**src/rtl/dphy_hs_lane_seq_if.sv**
```systemverilog
// Lane-side signal bundle for the D-PHY HS lane sequencer: LP line states and aligner
// inputs toward the sequencer, HS enables, payload bytes and status pulses back out.
interface dphy_hs_lane_seq_if;
    logic       enable;
    logic       phy_rdy;
    logic       lp_p;
    logic       lp_n;
    logic [7:0] hs_byte;
    logic       sync_det;

    logic       term_en;
    logic       hs_rx_en;
    logic [7:0] byte_data;
    logic       byte_valid;
    logic       sot;
    logic       eot;
    logic       err_sync;
    logic       err_ctrl;
    logic [2:0] state;

    // Master drives the lane; slave is the sequencer itself.
    modport master (
        output enable, phy_rdy, lp_p, lp_n, hs_byte, sync_det,
        input  term_en, hs_rx_en, byte_data, byte_valid, sot, eot, err_sync, err_ctrl, state
    );

    modport slave (
        input  enable, phy_rdy, lp_p, lp_n, hs_byte, sync_det,
        output term_en, hs_rx_en, byte_data, byte_valid, sot, eot, err_sync, err_ctrl, state
    );
endinterface

```
**src/rtl/dphy_hs_lane_seq.sv**
```systemverilog
// Per-lane D-PHY receive sequencer: walks the LP-11/01/00 SoT handshake, settles the HS
// termination, hunts for the sync byte and gates aligned HS bytes until the lane returns to LP-11.
module dphy_hs_lane_seq #(
    parameter int unsigned SETTLE_CYCLES = 8,
    parameter int unsigned SYNC_TIMEOUT  = 32,
    parameter int unsigned CNT_W         = 8
) (
    input  logic              byte_clk_i,
    input  logic              rst_i,
    dphy_hs_lane_seq_if.slave lane
);
    typedef enum logic [2:0] {
        ST_DISABLED  = 3'd0,
        ST_STOP      = 3'd1,
        ST_HS_RQST   = 3'd2,
        ST_SETTLE    = 3'd3,
        ST_SYNC_WAIT = 3'd4,
        ST_HS_RX     = 3'd5,
        ST_ERR_WAIT  = 3'd6
    } state_t;

    localparam logic [1:0] LP_00 = 2'b00;
    localparam logic [1:0] LP_01 = 2'b01;
    localparam logic [1:0] LP_10 = 2'b10;
    localparam logic [1:0] LP_11 = 2'b11;

    localparam int unsigned    SETTLE_EFF   = (SETTLE_CYCLES == 0) ? 1 : SETTLE_CYCLES;
    localparam int unsigned    TIMEOUT_EFF  = (SYNC_TIMEOUT == 0) ? 1 : SYNC_TIMEOUT;
    localparam logic [CNT_W-1:0] SETTLE_LAST  = CNT_W'(SETTLE_EFF - 1);
    localparam logic [CNT_W-1:0] TIMEOUT_LAST = CNT_W'(TIMEOUT_EFF - 1);
    localparam logic [CNT_W-1:0] CNT_MAX      = '1;

    state_t           state_q, state_nxt;
    logic [CNT_W-1:0] cnt_q, cnt_nxt;
    logic [1:0]       lp_code;
    logic [7:0]       byte_q, byte_nxt;
    logic             valid_nxt, sot_nxt, eot_nxt, err_sync_nxt, err_ctrl_nxt;
    logic             term_en_q, hs_rx_en_q, valid_q, sot_q, eot_q, err_sync_q, err_ctrl_q;

    assign lp_code = {lane.lp_p, lane.lp_n};

    always_comb begin
        // NOTE: every signal gets a default before the case so no path leaves it unassigned (no latches).
        state_nxt    = state_q;
        sot_nxt      = 1'b0;
        eot_nxt      = 1'b0;
        err_sync_nxt = 1'b0;
        err_ctrl_nxt = 1'b0;

        if (!lane.enable || !lane.phy_rdy) begin
            state_nxt = ST_DISABLED;
        end else begin
            case (state_q)
                ST_DISABLED: if (lp_code == LP_11) state_nxt = ST_STOP;
                ST_STOP:     if (lp_code == LP_01) state_nxt = ST_HS_RQST;
                ST_HS_RQST: begin
                    case (lp_code)
                        LP_00: state_nxt = ST_SETTLE;
                        LP_11: state_nxt = ST_STOP;
                        LP_10: begin
                            state_nxt    = ST_ERR_WAIT;
                            err_ctrl_nxt = 1'b1;
                        end
                        default: state_nxt = ST_HS_RQST;
                    endcase
                end
                // LP lines are not trusted while the termination settles.
                ST_SETTLE: if (cnt_q == SETTLE_LAST) state_nxt = ST_SYNC_WAIT;
                ST_SYNC_WAIT: begin
                    if (lp_code == LP_11) begin
                        state_nxt    = ST_STOP;
                        err_sync_nxt = 1'b1;
                    end else if (lane.sync_det) begin
                        state_nxt = ST_HS_RX;
                        sot_nxt   = 1'b1;
                    end else if (cnt_q == TIMEOUT_LAST) begin
                        state_nxt    = ST_ERR_WAIT;
                        err_sync_nxt = 1'b1;
                    end
                end
                ST_HS_RX: begin
                    if (lp_code == LP_11) begin
                        state_nxt = ST_STOP;
                        eot_nxt   = 1'b1;
                    end
                end
                ST_ERR_WAIT: if (lp_code == LP_11) state_nxt = ST_STOP;
                default:     state_nxt = ST_DISABLED;
            endcase
        end

        // The counter restarts on every state change and saturates rather than wrapping.
        if (state_nxt != state_q) begin
            cnt_nxt = '0;
        end else if ((state_q == ST_SETTLE || state_q == ST_SYNC_WAIT) && cnt_q != CNT_MAX) begin
            cnt_nxt = cnt_q + CNT_W'(1);
        end else begin
            cnt_nxt = cnt_q;
        end

        // Only bytes seen while staying in HS_RX are payload; the sync byte and the EoT cycle are not.
        valid_nxt = (state_q == ST_HS_RX) && (state_nxt == ST_HS_RX);
        byte_nxt  = valid_nxt ? lane.hs_byte : byte_q;
    end

    always_ff @(posedge byte_clk_i or posedge rst_i) begin
        // NOTE: sequential state uses non-blocking assignments only, so every register sees pre-edge values.
        if (rst_i) begin
            state_q    <= ST_DISABLED;
            cnt_q      <= '0;
            byte_q     <= '0;
            valid_q    <= 1'b0;
            term_en_q  <= 1'b0;
            hs_rx_en_q <= 1'b0;
            sot_q      <= 1'b0;
            eot_q      <= 1'b0;
            err_sync_q <= 1'b0;
            err_ctrl_q <= 1'b0;
        end else begin
            state_q    <= state_nxt;
            cnt_q      <= cnt_nxt;
            byte_q     <= byte_nxt;
            valid_q    <= valid_nxt;
            term_en_q  <= (state_nxt == ST_SETTLE) || (state_nxt == ST_SYNC_WAIT) ||
                          (state_nxt == ST_HS_RX);
            hs_rx_en_q <= (state_nxt == ST_SYNC_WAIT) || (state_nxt == ST_HS_RX);
            sot_q      <= sot_nxt;
            eot_q      <= eot_nxt;
            err_sync_q <= err_sync_nxt;
            err_ctrl_q <= err_ctrl_nxt;
        end
    end

    assign lane.state      = state_q;
    assign lane.term_en    = term_en_q;
    assign lane.hs_rx_en   = hs_rx_en_q;
    assign lane.byte_data  = byte_q;
    assign lane.byte_valid = valid_q;
    assign lane.sot        = sot_q;
    assign lane.eot        = eot_q;
    assign lane.err_sync   = err_sync_q;
    assign lane.err_ctrl   = err_ctrl_q;
endmodule

```
**src/flat_wrapper.sv**
```systemverilog
// flat-port wrapper written by rule: the top's interface ports become plain ports
module dphy_hs_lane_seq_flat 
#(
    parameter int unsigned SETTLE_CYCLES = 8,
    parameter int unsigned SYNC_TIMEOUT  = 32,
    parameter int unsigned CNT_W         = 8
)
  (byte_clk_i, rst_i, lane_enable, lane_phy_rdy, lane_lp_p, lane_lp_n, lane_hs_byte, lane_sync_det, lane_term_en, lane_hs_rx_en, lane_byte_data, lane_byte_valid, lane_sot, lane_eot, lane_err_sync, lane_err_ctrl, lane_state);
  dphy_hs_lane_seq_if lane_i ();
  input  logic byte_clk_i;
  input  logic rst_i;
  input wire logic [$bits(lane_i.enable)-1:0] lane_enable;
  input wire logic [$bits(lane_i.phy_rdy)-1:0] lane_phy_rdy;
  input wire logic [$bits(lane_i.lp_p)-1:0] lane_lp_p;
  input wire logic [$bits(lane_i.lp_n)-1:0] lane_lp_n;
  input wire logic [$bits(lane_i.hs_byte)-1:0] lane_hs_byte;
  input wire logic [$bits(lane_i.sync_det)-1:0] lane_sync_det;
  output wire logic [$bits(lane_i.term_en)-1:0] lane_term_en;
  output wire logic [$bits(lane_i.hs_rx_en)-1:0] lane_hs_rx_en;
  output wire logic [$bits(lane_i.byte_data)-1:0] lane_byte_data;
  output wire logic [$bits(lane_i.byte_valid)-1:0] lane_byte_valid;
  output wire logic [$bits(lane_i.sot)-1:0] lane_sot;
  output wire logic [$bits(lane_i.eot)-1:0] lane_eot;
  output wire logic [$bits(lane_i.err_sync)-1:0] lane_err_sync;
  output wire logic [$bits(lane_i.err_ctrl)-1:0] lane_err_ctrl;
  output wire logic [$bits(lane_i.state)-1:0] lane_state;
  assign lane_i.enable = lane_enable;
  assign lane_i.phy_rdy = lane_phy_rdy;
  assign lane_i.lp_p = lane_lp_p;
  assign lane_i.lp_n = lane_lp_n;
  assign lane_i.hs_byte = lane_hs_byte;
  assign lane_i.sync_det = lane_sync_det;
  assign lane_term_en = lane_i.term_en;
  assign lane_hs_rx_en = lane_i.hs_rx_en;
  assign lane_byte_data = lane_i.byte_data;
  assign lane_byte_valid = lane_i.byte_valid;
  assign lane_sot = lane_i.sot;
  assign lane_eot = lane_i.eot;
  assign lane_err_sync = lane_i.err_sync;
  assign lane_err_ctrl = lane_i.err_ctrl;
  assign lane_state = lane_i.state;
  dphy_hs_lane_seq #(.SETTLE_CYCLES(SETTLE_CYCLES), .SYNC_TIMEOUT(SYNC_TIMEOUT), .CNT_W(CNT_W)) u_core (.byte_clk_i(byte_clk_i), .rst_i(rst_i), .lane(lane_i));
endmodule
```
**config.mk**
```make
export PLATFORM = sky130hd
export DESIGN_NAME = dphy_hs_lane_seq_flat
export DESIGN_NICKNAME = d
export VERILOG_FILES = /design/src/rtl/dphy_hs_lane_seq_if.sv /design/src/rtl/dphy_hs_lane_seq.sv /design/src/flat_wrapper.sv
export SDC_FILE = /design/constraint.sdc
export NUM_CORES = 1
export LEC_CHECK = 0
export CAP_MARGIN = 25
export CORE_ASPECT_RATIO = 0.6
export CORE_MARGIN = 2
export CORE_UTILIZATION = 53
export DETAILED_ROUTE_END_ITERATION = 10
export HOLD_SLACK_MARGIN = 0.02
export PLACE_DENSITY_LB_ADDON = 0.2
export REMOVE_ABC_BUFFERS = 1
export SLEW_MARGIN = 10
export SYNTH_ARGS = -nofsm -noshare
export SYNTH_HDL_FRONTEND = slang
export SYNTH_SLANG_ARGS = --single-unit
```
**constraint.sdc**
```tcl
create_clock -name byte_clk_i -period 5.97 [get_ports byte_clk_i]
set_input_delay 1.194 -clock byte_clk_i [delete_from_list [all_inputs] [get_ports byte_clk_i]]
set_output_delay 1.194 -clock byte_clk_i [all_outputs]
set_load 0.005 [all_outputs]
```
==> run_results.csv, run 1 <==
group,metric,value,unit
outcome,status,"complete, no violations",
placed_design,dp_cells,201,
clock_network,ctsResizeCount,0,
clock_network,clk_pin_slew_worst_paths,90,ps
timing,slew_viol_final,0,
timing,period_share,51.6,%
job,drv_cap,0,
placed_design,postPlaceCellArea,1790,µm²
synthesis,syn_avg_cell_area,10.3,µm²
synthesis,yosys.area_share.xor_xnor,2.37,%
min_path,worstHoldStart,"u_core.lane.byte_data[3]",
critical_path,reg2reg_depth,6,
finish,layout.nets,195,
finish,final_common_cell,"clkdlybuf4s50_1",
synthesis,yosysTopAreaCellShare,44.0,%
min_path,whs_path_depth,1,
pwr,clkPwrFrac,41.5,%
finish,areaGrowthSynthToFinish,27.8,%
finish,stdcell_count,206,
synthesis,synth_area,1480,µm²
critical_path,path_delay_family,"simple AND/OR/NAND/NOR gates",
global_routing,antenna_found_initial,0,
synthesis,synth_seq_cells,26,
finish,final_cell_mix,"32 x clkdlybuf4s50_1, 26 x dfrtp_1, 12 x nor2_1, 9 x nand2_1, 8 x mux2_2",
clock_network,cts_sinks,26,
critical_path,worstSetupPathType,"in -> reg",
synthesis,synth_area_leader_cell,"dfrtp_1",
critical_path,cp-end-kind,"register",
die,die_x,72.2,µm
synthesis,synth_cells,144,
pwr,combPwrFrac,8.0,%
timing,skew,2.45,ps
pwr,p_int,0.281,mW
timing,setup_viol,0,
synthesis,synth_top_family_by_area,"simple AND/OR/NAND/NOR gates",
synthesis,ys_warn_count,0,
placed_design,dp_slack,2630,ps
critical_path,r2r-end,"u_core.cnt_q[7]",
clock_network,cts_tree,"yes",
clock_network,cts-htree-levels,1,
placed_design,port_buffers,32,
timing,fin_ws,2890,ps
clock_network,cts_buffers,3,
pwr,pwr-share-seq,50.5,%
synthesis,synth-edff-count,0,
synthesis,ys_seq_area_share,44.0,%
global_routing,first_global_vias,1148,
synthesis,synthAdderAreaFrac,4.23,%
synthesis,synth_flop_cell,"dfrtp_1",
timing,rsz0062_at_grt,"false",
global_routing,grt_max_degree,27,
min_path,hold_path.class,"reg -> reg",
timing,final.min_clock_period,3080,ps
critical_path,slowest_stage,"clkdlybuf4s50_1",
detailed_routing,drt_wl_total,3.31,mm
clock_network,cts_buffer_depth,2,
finish,antenna_cells,0,
critical_path,critical_path.max_fanout,10,
timing,final.setup.tns,0,ps
detailed_routing,drt_first_pass_iters,4,
die,start_util,57.4,%
critical_path,rrSetupSlack,3700,ps
synthesis,synth_compound_area_share,12.4,%
synthesis,synthMuxAreaShare,8.13,%
synthesis,synth-simple-area-share,24.0,%
die,rows,14,
detailed_routing,wire_per_inst,16.0,µm
critical_path,arrival,3260,ps
timing,tightest_slew,510,ps
clock_network,cts-root-buf,"clkbuf_8",
pwr,sw_frac_of_total,20.2,%
clock_network,clock_latency,270,ps
clock_network,post_cts_buffers,0,
finish,drive_above_1_share,11.5,%
synthesis,ys_types,45,
synthesis,async_reset_ff_share,100,%
finish,final_cell_area,1890,µm²
die,core-area,2570,µm²
synthesis,synth_area_leaders,"dfrtp_1 44%, mux2_2 6.1%, ha_1 4.2%, nor2_1 3.0%, and3_1 3.0%",
timing,slew_headroom,66.0,%
placed_design,gp_congestion,0.939,
critical_path,timing.rr.start,"u_core.cnt_q[0]",
timing,max_freq,325,MHz
pwr,p_sw,0.0711,mW
global_routing,grt_pass1_wl,5.55,mm
detailed_routing,ant_nets,0,
timing,hold_viol,0,
placed_design,dpl.hpwl,2.38,mm
detailed_routing,drc,0,
global_routing,grt_overflow,0,
pwr,ir_drop,0.0814,mV
min_path,hold_end,"u_core.lane.byte_data[3]",
die,io_pins,33,
critical_path,worstPathRequired,6150,ps
pwr,power,0.353,mW
die,dieArea,3240,µm²
detailed_routing,vias,1228,
critical_path,start_kind,"primary input",
critical_path,crit_path_max_incr_delay,530,ps
pwr,power.leakage,0.913,nW
detailed_routing,vias_per_cell,5.96,
critical_path,path_cells,"clkdlybuf4s50_1 -> ha_1 -> and4b_1 -> nand4_1 -> nand3_1 -> or4_4 -> a211oi_1",
die,die_h,44.9,µm
global_routing,grt.total_usage,22.7,%
clock_network,holdBufCountCts,0,
pwr,powerDensity,187,nW/µm²
detailed_routing,drt-initial-drc-count,107,
critical_path,critical_path_buf_inv_count,1,
flip-flops by register name, summed over array words and instances (netlist names):
signal                  flops
u_core.lane.eot             1
u_core.lane.term_en         1
u_core.lane.byte_data       8
u_core.lane.err_ctrl        1
u_core.cnt_q                8
u_core.lane.byte_valid      1
u_core.lane.state           3
u_core.lane.hs_rx_en        1
u_core.lane.sot             1
u_core.lane.err_sync        1
Yosys cell counts, drive strengths merged (2+ instances only):
library cell  instances
a211oi                2
a21oi                 7
a221oi                2
a31oi                 2
and2                  7
and2b                 3
and3                  7
and4                  3
buf                   6
dfrtp                26
ha                    5
inv                   6
mux2                  8
mux2i                 3
nand2                 9
nand3b                3
nand4                 3
nor2                 12
nor2b                 3
nor4                  2
o21ai                 6
xnor2                 3
cell families (layout without fill, tap and decap cells):
logic type | Yosys count | in the layout
DFF | 26 | 26
and+or+nand+nor | 59 | 59
buffers and inverters | 13 | 43
muxes | 11 | 11
adders and majority gates | 5 | 5
xor gates and xnor gates | 4 | 4
AOI/OAI and AO/OA | 26 | 26
power groups by stage:
stage          clock network (mW)  logic, mW  registers (mW)
6_report                    0.146     0.0282           0.178
5_1_grt                     0.155     0.0310           0.178
4_1_cts                     0.147     0.0262           0.178
3_5_place_dp                    0     0.0260           0.181
3_3_place_gp                    0     0.0250           0.181
2_1_floorplan                   0     0.0119           0.181
through the flow:
step                hold slack, ps  util [%]
floorplan                      505         -
global placement               487      69.5
detailed placement             494      69.5
CTS                            515      72.3
global route                   534      73.3
finish                         509      73.3
how the worst max path moves through the flow:
stage	endpoint	slack, ps	depth (start not counted)	startpoint
finish	u_core.cnt_q[7]	2890	7	lane_lp_p
global route	u_core.cnt_q[7]	2810	7	lane_lp_p
CTS	u_core.cnt_q[7]	2890	7	lane_lp_p
detailed placement	u_core.cnt_q[7]	2630	7	lane_lp_p
global placement	u_core.cnt_q[7]	2770	7	lane_lp_p
floorplan	u_core.cnt_q[7]	3360	5	lane_lp_n
per-layer routing:
metal	up-vias	track usage [%]	wire length (µm)	part of all wire (%)
li1	573	-	-	-
met1	583	34.2	1580	48
met2	68	33.2	1390	42
met3	4	4.24	291	8.8
met4	0	7.17	45	1.4
met5	-	0	0	0
final cells by class:
class | count | area (µm²)
Tap cell | 32 | 40.0
Inverter | 6 | 22.5
Clock inverter | 1 | 30.0
Timing Repair Buffer | 33 | 348
Clock buffer | 3 | 41.3
Sequential cell | 26 | 651
Multi-Input combinational cell | 105 | 756
Fill cell | 183 | 687
(Power assumes the default switching activity.)
==> run 2, diff against run 1 <==
--- a/config.mk
+++ b/config.mk
@@ -8,7 +8,7 @@
 export CAP_MARGIN = 25
 export CORE_ASPECT_RATIO = 0.6
 export CORE_MARGIN = 2
-export CORE_UTILIZATION = 53
+export CORE_UTILIZATION = 50
 export DETAILED_ROUTE_END_ITERATION = 10
 export HOLD_SLACK_MARGIN = 0.02
 export PLACE_DENSITY_LB_ADDON = 0.2
==> constraint.sdc (replaced) <==
create_clock -name byte_clk_i -period 3 [get_ports byte_clk_i]
set_input_delay 0.6 -clock byte_clk_i [delete_from_list [all_inputs] [get_ports byte_clk_i]]
set_output_delay 0.6 -clock byte_clk_i [all_outputs]
set_load 0.005 [all_outputs]
==> run_results.csv, run 2 (synthesis results as in run 1) <==
group,metric,value,unit
clock_network,clock_latency,270,ps
critical_path,r2r-end,"u_core.cnt_q[7]",
global_routing,use_met3,7.22,%
pwr,ir_drop,0.151,mV
timing,rsz0062_at_grt,"false",
critical_path,worstPathRequired,3180,ps
global_routing,grt_overflow,0,
timing,final.min_clock_period,2490,ps
die,die_x,74.2,µm
placed_design,dpl.hpwl,2.64,mm
global_routing,grt_pass1_wl,5.64,mm
timing,tightest_slew,491,ps
detailed_routing,vias,1213,
global_routing,grt.total_usage,22.4,%
placed_design,gp_congestion,0.934,
global_routing,global_route.usage.met1,30.1,%
critical_path,worstSetupPathType,"in -> reg",
die,io_pins,33,
timing,max_freq,401,MHz
detailed_routing,drt_wl_total,3.49,mm
pwr,powerDensity,372,nW/µm²
finish,final_common_cell,"clkdlybuf4s50_1",
clock_network,clk_pin_slew_worst_paths,100,ps
critical_path,arrival,2670,ps
clock_network,cts_buffers,3,
min_path,hold_path.class,"reg -> reg",
detailed_routing,drc,0,
die,rows,15,
timing,hold_viol,0,
die,start_util,52.1,%
global_routing,grt_max_degree,27,
pwr,power.leakage,0.905,nW
clock_network,cts_buffer_depth,2,
critical_path,rrSetupSlack,780,ps
job,drv_cap,0,
finish,final_cell_mix,"32 x clkdlybuf4s50_1, 26 x dfrtp_1, 12 x nor2_1, 9 x nand2_1, 8 x mux2_2",
clock_network,cts-root-buf,"clkbuf_8",
outcome,status,"complete, no violations",
die,die_h,46.1,µm
timing,slew_headroom,67.0,%
clock_network,post_cts_buffers,0,
timing,whs,521,ps
timing,fin_ws,508,ps
finish,drive_above_1_share,11.5,%
detailed_routing,wire_per_inst,16.2,µm
pwr,power,0.700,mW
min_path,hold_end,"u_core.lane.byte_data[5]",
die,core-area,2830,µm²
detailed_routing,ant_nets,0,
detailed_routing,vias_per_cell,5.62,
clock_network,cts-htree-levels,1,
global_routing,met2_usage,35.7,%
finish,areaGrowthSynthToFinish,27.3,%
timing,final.setup.tns,0,ps
finish,layout.nets,195,
critical_path,critical_path.max_fanout,10,
placed_design,port_buffers,32,
clock_network,holdBufCountCts,0,
placed_design,dp_slack,230,ps
clock_network,ctsResizeCount,0,
global_routing,antenna_found_initial,0,
detailed_routing,drt-initial-drc-count,87,
clock_network,cts_sinks,26,
timing,setup_viol,0,
timing,period_share,83.1,%
global_routing,first_global_vias,1206,
critical_path,reg2reg_depth,6,
min_path,whs_path_depth,1,
critical_path,cp-end-kind,"register",
clock_network,cts_tree,"yes",
timing,slew_viol_final,0,
critical_path,start_kind,"primary input",
timing,skew,7.25,ps
die,dieArea,3420,µm²
finish,antenna_cells,0,
critical_path,timing.rr.start,"u_core.cnt_q[0]",
min_path,worstHoldStart,"u_core.lane.byte_data[5]",
detailed_routing,drt_first_pass_iters,4,
global_routing,gr-max-usage-layer,"met2",
==> run 2: how the worst max path moves through the flow <==
stage / startpoint / end / slack (ps) / cells after the start
floorplan: lane_lp_n / u_core.cnt_q[7] / 980 / 5
global placement: lane_lp_p / u_core.cnt_q[7] / 380 / 7
detailed placement: lane_lp_p / u_core.cnt_q[7] / 230 / 7
CTS: lane_lp_p / u_core.cnt_q[7] / 520 / 7
global route: lane_lp_p / u_core.cnt_q[7] / 370 / 7
finish: lane_lp_p / u_core.cnt_q[7] / 510 / 7
==> run 2: final cells by class <==
| type | count | area (µm²) |
|---|---|---|
| sequential | 26 | 651 |
| fill | 229 | 953 |
| clock buffer | 3 | 41.3 |
| timing repair buffer | 33 | 328 |
| multi-input combinational | 105 | 756 |
| tap | 42 | 52.6 |
| clock inverter | 1 | 30.0 |
| inverter | 6 | 22.5 |
==> run 2: through the flow <==
step	instances	cell area [µm²]	utilization, %
3_3_place_gp	212	1810	63.8
2_1_floorplan	137	1430	-
6_report	216	1880	66.4
4_1_cts	216	1880	66.4
3_5_place_dp	212	1810	63.8
5_1_grt	216	1880	66.4
==> run 2: routing by layer <==
metal  routed length (µm)  share of wire (%)
met3                  292                8.4
met5                    0                  0
met4                    0                  0
met2                 1600                 46
met1                 1600                 46
==> run 2: critical path, cell delays in order <==
cell	delay (ps)
clkdlybuf4s50_1	530
ha_1	390
and4b_1	270
nand4_1	100
nand3_1	90
or4_4	490
a211oi_1	220
==> run 2: power breakdown <==
| group | total (mW) | switching [mW] | internal, mW |
|---|---|---|---|
| Sequential | 0.354 | 0.00308 | 0.351 |
| Combinational | 0.0535 | 0.0258 | 0.0277 |
| Clock | 0.293 | 0.114 | 0.179 |
==> run 3, diff against run 2 <==
==> constraint.sdc (replaced) <==
create_clock -name byte_clk_i -period 2.58 [get_ports byte_clk_i]
set_input_delay 0.516 -clock byte_clk_i [delete_from_list [all_inputs] [get_ports byte_clk_i]]
set_output_delay 0.516 -clock byte_clk_i [all_outputs]
set_load 0.005 [all_outputs]
==> run_results.csv, run 3 (synthesis results as in run 1) <==
group,metric,value,unit
detailed_routing,vias,1213,
pwr,powerDensity,427,nW/µm²
placed_design,gp_congestion,0.894,
die,dieArea,3420,µm²
finish,antenna_cells,0,
finish,areaGrowthSynthToFinish,29.1,%
timing,slew_headroom,65.8,%
global_routing,grt_pass1_wl,5.14,mm
die,die_h,46.1,µm
placed_design,port_buffers,32,
job,drv_cap,0,
global_routing,antenna_found_initial,0,
pwr,ir_drop,0.264,mV
detailed_routing,drt_first_pass_iters,4,
clock_network,ctsResizeCount,0,
finish,drive_above_1_share,12.5,%
timing,final.min_clock_period,2350,ps
clock_network,cts_buffer_depth,2,
finish,final_cell_mix,"32 x clkdlybuf4s50_1, 26 x dfrtp_1, 12 x nor2_1, 9 x nand2_1, 8 x mux2_2",
placed_design,dpl.hpwl,2.34,mm
critical_path,cp-end-kind,"register",
clock_network,post_cts_buffers,0,
global_routing,grt_max_degree,27,
clock_network,holdBufCountCts,0,
clock_network,clk_pin_slew_worst_paths,90,ps
detailed_routing,drt-initial-drc-count,61,
critical_path,worstSetupPathType,"in -> reg",
timing,max_freq,425,MHz
timing,hold_viol,0,
global_routing,grt.total_usage,20.3,%
timing,slew_viol_final,0,
timing,period_share,91.1,%
min_path,hold_path.class,"reg -> reg",
timing,skew,6.14,ps
detailed_routing,vias_per_cell,5.56,
die,io_pins,33,
finish,final_common_cell,"clkdlybuf4s50_1",
clock_network,clock_latency,270,ps
global_routing,first_global_vias,1092,
clock_network,cts_buffers,3,
pwr,power.leakage,0.918,nW
finish,utilization,67.3,%
detailed_routing,drc,0,
timing,setup_viol,0,
timing,tightest_slew,508,ps
timing,rsz0062_at_grt,"false",
clock_network,cts-root-buf,"clkbuf_8",
die,start_util,52.1,%
pwr,power,0.814,mW
detailed_routing,ant_nets,0,
global_routing,grt_overflow,0,
clock_network,cts_tree,"yes",
die,core-area,2830,µm²
critical_path,worstPathRequired,2760,ps
clock_network,cts_sinks,26,
finish,layout.nets,197,
critical_path,critical_path.max_fanout,8,
detailed_routing,drt_wl_total,3.22,mm
outcome,status,"complete, no violations",
die,rows,15,
critical_path,start_kind,"primary input",
die,die_x,74.2,µm
critical_path,arrival,2530,ps
clock_network,cts-htree-levels,1,
detailed_routing,wire_per_inst,14.8,µm
==> run 3: changes by cell type in the layout (fill, tap and decap cells not counted), sizes merged <==
cell  previous run  this run
buf              1         3
==> run 3: path summary, 6_finish.rpt <==
check                                          from                       end  slack, ps  depth (start not counted)
min in group asynchronous                     rst_i           u_core.cnt_q[1]        590                          3
min reg2reg                u_core.lane.byte_data[7]  u_core.lane.byte_data[7]        510                          1
max                                       lane_lp_p           u_core.cnt_q[7]        230                          8
max reg2reg                         u_core.cnt_q[0]           u_core.cnt_q[7]        290                          6
min                        u_core.lane.byte_data[7]  u_core.lane.byte_data[7]        510                          1
max in group asynchronous                     rst_i  u_core.lane.byte_data[0]       1740                          3
==> run 3: critical path, stage by stage <==
cell,delay [ps]
clkdlybuf4s50_1,530
inv_1,60
ha_1,200
nor2b_1,150
o21ai_0,160
a21oi_1,90
or4_4,590
a211oi_1,240
==> run 3: per-stage QoR <==
step	worst slack, ps	TNS (ps)	std cells	area [µm²]	hold slack (ps)
2_1_floorplan	629	0	137	1430	505
3_3_place_gp	68.6	0	214	1840	488
3_5_place_dp	-31.8	-31.8	214	1840	495
4_1_cts	249	0	218	1910	516
5_1_grt	137	0	218	1910	527
6_report	229	0	218	1910	509
==> run 3: cell type report <==
type,instances,area (µm²)
fill,225,926
multi-input combinational,105,756
sequential,26,651
timing repair buffer,35,355
tap,42,52.6
clock buffer,3,41.3
clock inverter,1,30.0
inverter,6,22.5
==> run 3: power by group <==
group          internal (mW)  switching, mW
logic                 0.0331         0.0292
registers              0.408        0.00346
clock network          0.208          0.132
==> run 3: per-layer routing <==
layer / up-vias / GRT usage, % / part of all wire [%]
li1: 581 / - / -
met1: 574 / 29.1 / 49
met2: 56 / 30.0 / 42
met3: 2 / 6.35 / 8.1
met4: 0 / 5.45 / 0.53
met5: - / 0 / 0
